`config.mk`:
```
export PLATFORM = sky130hd
export DESIGN_NAME = eem16_truth_table_scanner
export DESIGN_NICKNAME = d
export VERILOG_FILES = /design/src/rtl/eem16_truth_table_scanner.sv
export SDC_FILE = /design/constraint.sdc
export NUM_CORES = 1
export LEC_CHECK = 0
export ABC_AREA = 1
export BUFFER_PORTS_ARGS = -buffer_cell sky130_fd_sc_hd__buf_2
export CAP_MARGIN = 25
export CORE_AREA = 2 2 59 61
export CTS_BUF_LIST = sky130_fd_sc_hd__clkbuf_16
export CTS_CLUSTER_DIAMETER = 150
export CTS_CLUSTER_SIZE = 30
export DETAILED_ROUTE_END_ITERATION = 6
export DIE_AREA = 0 0 61 63
export GPL_ROUTABILITY_DRIVEN = 0
export PLACE_DENSITY = 0.85
export SYNTH_ARGS = -nofsm -noshare
export SYNTH_HDL_FRONTEND = slang
export SYNTH_SLANG_ARGS = --single-unit
export TNS_END_PERCENT = 50
```
`constraint.sdc`:
```
create_clock -name clk -period 3.4 [get_ports clk]
set_input_delay 0.17 -clock clk [delete_from_list [all_inputs] [get_ports clk]]
set_output_delay 0.17 -clock clk [all_outputs]
set_load 0.01 [all_outputs]
```
`src/rtl/eem16_truth_table_scanner.sv`:
```
// Stimulus/capture wrapper for the 3-input function block: steps x through all eight codes,
// samples z after a settle window per code and grades the captured truth table.
module eem16_truth_table_scanner #(
   parameter int unsigned SETTLE_CYCLES = 4,
   parameter logic [7:0]  EXPECTED      = 8'b0100_0110
) (
   input  logic       clk,
   input  logic       rst_n,
   input  logic       start,
   input  logic       abort,
   input  logic       z,
   output logic       x0,
   output logic       x1,
   output logic       x2,
   output logic       busy,
   output logic       done,
   output logic       table_valid,
   output logic [7:0] truth_table,
   output logic       match,
   output logic [3:0] mismatches
);

   typedef enum logic [1:0] {
      S_IDLE,
      S_SETTLE,
      S_SAMPLE,
      S_DONE
   } state_t;

   localparam logic [3:0] CNT_LAST = 4'(SETTLE_CYCLES - 1);

   state_t     state_q, state_d;
   logic [2:0] idx_q, idx_d;
   logic [3:0] cnt_q, cnt_d;
   logic [2:0] x_q, x_d;
   logic [7:0] tt_q, tt_d;
   logic       tv_q, tv_d;
   logic       match_q, match_d;
   logic [3:0] mism_q, mism_d;

   // Table as it will look after this SAMPLE cycle, so the grade is ready in DONE.
   logic [7:0] sample_tt;
   logic [7:0] diff;
   logic [3:0] diff_count;

   always_comb begin
      sample_tt        = tt_q;
      sample_tt[idx_q] = z;
      diff             = sample_tt ^ EXPECTED;
      diff_count       = '0;
      for (int i = 0; i < 8; i++) begin
         diff_count = diff_count + 4'(diff[i]);
      end
   end

   always_comb begin
      state_d = state_q;
      idx_d   = idx_q;
      cnt_d   = cnt_q;
      tt_d    = tt_q;
      tv_d    = tv_q;
      match_d = match_q;
      mism_d  = mism_q;
      x_d     = '0;

      unique case (state_q)
         S_IDLE: begin
            if (start) begin
               idx_d   = '0;
               cnt_d   = '0;
               tt_d    = '0;
               tv_d    = 1'b0;
               match_d = 1'b0;
               mism_d  = '0;
               state_d = S_SETTLE;
            end
         end
         S_SETTLE: begin
            if (cnt_q == CNT_LAST) begin
               state_d = S_SAMPLE;
            end else begin
               cnt_d = cnt_q + 4'd1;
            end
         end
         S_SAMPLE: begin
            tt_d = sample_tt;
            if (idx_q == 3'd7) begin
               tv_d    = 1'b1;
               match_d = (sample_tt == EXPECTED);
               mism_d  = diff_count;
               state_d = S_DONE;
            end else begin
               idx_d   = idx_q + 3'd1;
               cnt_d   = '0;
               state_d = S_SETTLE;
            end
         end
         S_DONE: begin
            state_d = S_IDLE;
         end
         default: begin
            state_d = S_IDLE;
         end
      endcase

      // abort wins over every transition, including an accepted start.
      if (abort) begin
         state_d = S_IDLE;
         idx_d   = '0;
         cnt_d   = '0;
         tt_d    = '0;
         tv_d    = 1'b0;
         match_d = 1'b0;
         mism_d  = '0;
      end

      if (state_d == S_SETTLE || state_d == S_SAMPLE) begin
         x_d = idx_d;
      end
   end

   always_ff @(posedge clk or negedge rst_n) begin
      if (!rst_n) begin
         state_q <= S_IDLE;
         idx_q   <= '0;
         cnt_q   <= '0;
         x_q     <= '0;
         tt_q    <= '0;
         tv_q    <= 1'b0;
         match_q <= 1'b0;
         mism_q  <= '0;
      end else begin
         state_q <= state_d;
         idx_q   <= idx_d;
         cnt_q   <= cnt_d;
         x_q     <= x_d;
         tt_q    <= tt_d;
         tv_q    <= tv_d;
         match_q <= match_d;
         mism_q  <= mism_d;
      end
   end

   assign x0          = x_q[0];
   assign x1          = x_q[1];
   assign x2          = x_q[2];
   assign busy        = (state_q == S_SETTLE) || (state_q == S_SAMPLE);
   assign done        = (state_q == S_DONE);
   assign table_valid = tv_q;
   assign truth_table = tt_q;
   assign match       = match_q;
   assign mismatches  = mism_q;

endmodule

```
==> metrics.txt <==
outcome=finished, final reports clean; Worst EP required=3.54 ns; fin cells=287; register bit count reported by yosys=26; grt total ovfl=0; Design Power=approximately 1.1 mW; worst hold path class=input port to register; M1 wire length=1.49 mm; Slew @ Worst Pin=0.817 ns; fraction of final layout cells sized beyond drive strength 1=29.9%; nets=261; Vias=around 1400; Clk Tree Root Cell=clkbuf_16; Post-Syn Area=roughly 1600 um2; met3 wire len=between 150 and 200 um; Fin. Hold Viols=0; placed cells=278; max_cap viols=0; DRC=0; Die Area=3840 um2; Detailed Route Iter0 Violations=88; Post-Synthesis Cells=201; I/O pin count=24; initial antenna violation count=0; P&R area growth vs syn=24.8%; Slew headroom=44.9%; post-synthesis sequential area ratio=40.9%; Netlist cell types=25; area of the multi-input gates=832 um2; period utilization=between 90% and 100%; Synth Warn #=0; fillers=293; initial core utilization=49.2%; Crit Path Max Fanout=4; # rows=21; Achievable Freq=298 MHz; clk slew on worst S/H paths=0.06 ns; CP startpoint kind=register; IO buf count=23; Post-Route Utilization=61.5%; Peak VDD IR=487 uV; Clk Latency, worst-skew pair=0.26 ns; register area=653 um2; CP Capture Type=register; Syn Area/Cell=7.92 um2; Die Ht=63 um; DR pass1 iterations=4; routed length on met2=1.77 mm; area leader, netlist=dfrtp_1; # setup viols final=0; Post-synth EDFFs=0; first-pass GRT wire length=5.83 mm; hold_ws=around 0.28 ns; Core Area=3230 um2; fin. max-slew vios=0; most frequent cell after synthesis=nand2_1; Pleak=1.07 nW; ANT nets after route=0; Total GRT Usage=19.8%; Via density=4.98; ys async rst share=100%; CTS Sinks=26; CTS tree=done; H-tree depth=1; CTS Buf Count=3; Die Width=61 um; Main synth FF type=dfrtp_1; fin crit period=3.36 ns; max layer used=met4; largest net degree at the start of global routing=27; top post-synthesis cells by area=dfrtp_1, nand2_1, inv_1, ha_1, nand3_1; crit path kind=register to register; Mapped Nets=219; Synth top cells by count=nand2_1, inv_1, dfrtp_1, nand3_1, o21ai_0; via count of the first global-routing pass=~1300; RSZ-0062 raised after global routing=true; post-synth top area share=40.9%; hpwl dp=~2.5 mm; pwr dens=548 nW/um2; WL per Instance=12.2 um; critical path arrival=3.50 ns; clk_skew=roughly 0.0013 ns; Clock Path Buffers=2; # diodes=0; Total Wirelength=3.51 mm
[layer usage]
layer	GRT usage [%]	vias up
met5	0	-
met1	26.1	647
met3	4.35	10
li1	-	720
met4	4.35	0
met2	32.8	51
[worst max-delay path, cell delays in order (launching register included)]
cell,delay (ns)
dfrtp_1,0.44
inv_2,0.08
nand3_2,0.08
o21ai_2,0.16
inv_1,0.09
fa_1,0.48
inv_1,0.05
fa_1,0.49
inv_2,0.05
fa_1,0.49
inv_1,0.07
ha_2,0.18
inv_2,0.04
fa_2,0.50
o21ai_1,0.05
[where the power goes]
part	leakage, nW	internal (mW)	switching (mW)	total, mW
Sequential	0.358	0.332	0.0254	0.358
Combinational	0.672	0.171	0.300	0.471
Clock	0.0370	0.156	0.104	0.259
Total	1.07	0.659	0.429	1.09
[stage by stage]
stage               setup TNS (ns)  setup WS (ns)  area [um2]
global placement                 0         0.0242        1830
CTS                              0        0.00256        1920
finish                           0         0.0393        1990
global route                -0.257         -0.146        1990
floorplan                        0         0.0628        1590
detailed placement         -0.0980        -0.0638        1830
[state kept, by name, summed over array words and instances, names as in the netlist]
name and flops:
truth_table 8, cnt_q 4, mismatches 4, idx_q 3
x_q 3, state_q 2, match 1, table_valid 1
[cell families after synthesis]
logic type,synth area share [%]
simple gates,26.0
xor+xnor,1.10
fa+ha+maj,12.1
flops,40.9
compound gates,11.1
buf+inv,8.80
[placed cells by master, fill, tap and decap left out, drive strengths merged]
cell type / netlist / layout
inv: 36 / 36
clkbuf: 0 / 3
o31ai: 1 / 1
a21oi: 4 / 4
o21ai: 21 / 21
dfrtp: 26 / 26
nor3: 1 / 1
nand4: 2 / 2
ha: 9 / 9
fa: 4 / 4
o22ai: 3 / 3
xor2: 2 / 2
dlygate4sd3: 0 / 1
nand2: 59 / 59
nor2: 11 / 11
buf: 1 / 37
o211ai: 1 / 1
or2: 1 / 1
nand3: 18 / 18
a31oi: 1 / 1
[layout make-up]
type                    instances  area share [%]
clock buffers                   3            3.78
inverters                      36            6.80
multi-input cells             138            41.9
flip-flops and latches         26            32.9
well taps                      46            2.90
repair buffers                 38            11.8
[what timing repair did]
action                                  CTS  global route
buffers inserted                          1             4
pin swaps                                 2             6
hold buffers                              1             0
gates resized for setup                   4            14
hold endpoints to repair                 26             0
endpoints found under the setup margin    2             2
[path summary, 6_finish.rpt]
path | start | to | slack, ns | cells past startpoint
max | idx_q[1] | mismatches[1] | 0.04 | 14
min | z | truth_table[7] | 0.28 | 3
max reg2reg | idx_q[1] | mismatches[1] | 0.04 | 14
min reg2reg | table_valid | table_valid | 0.47 | 2
max in group asynchronous | rst_n | idx_q[0] | 2.52 | 2
min in group asynchronous | rst_n | truth_table[0] | 0.45 | 2
Power figures use the tool's default switching activity.
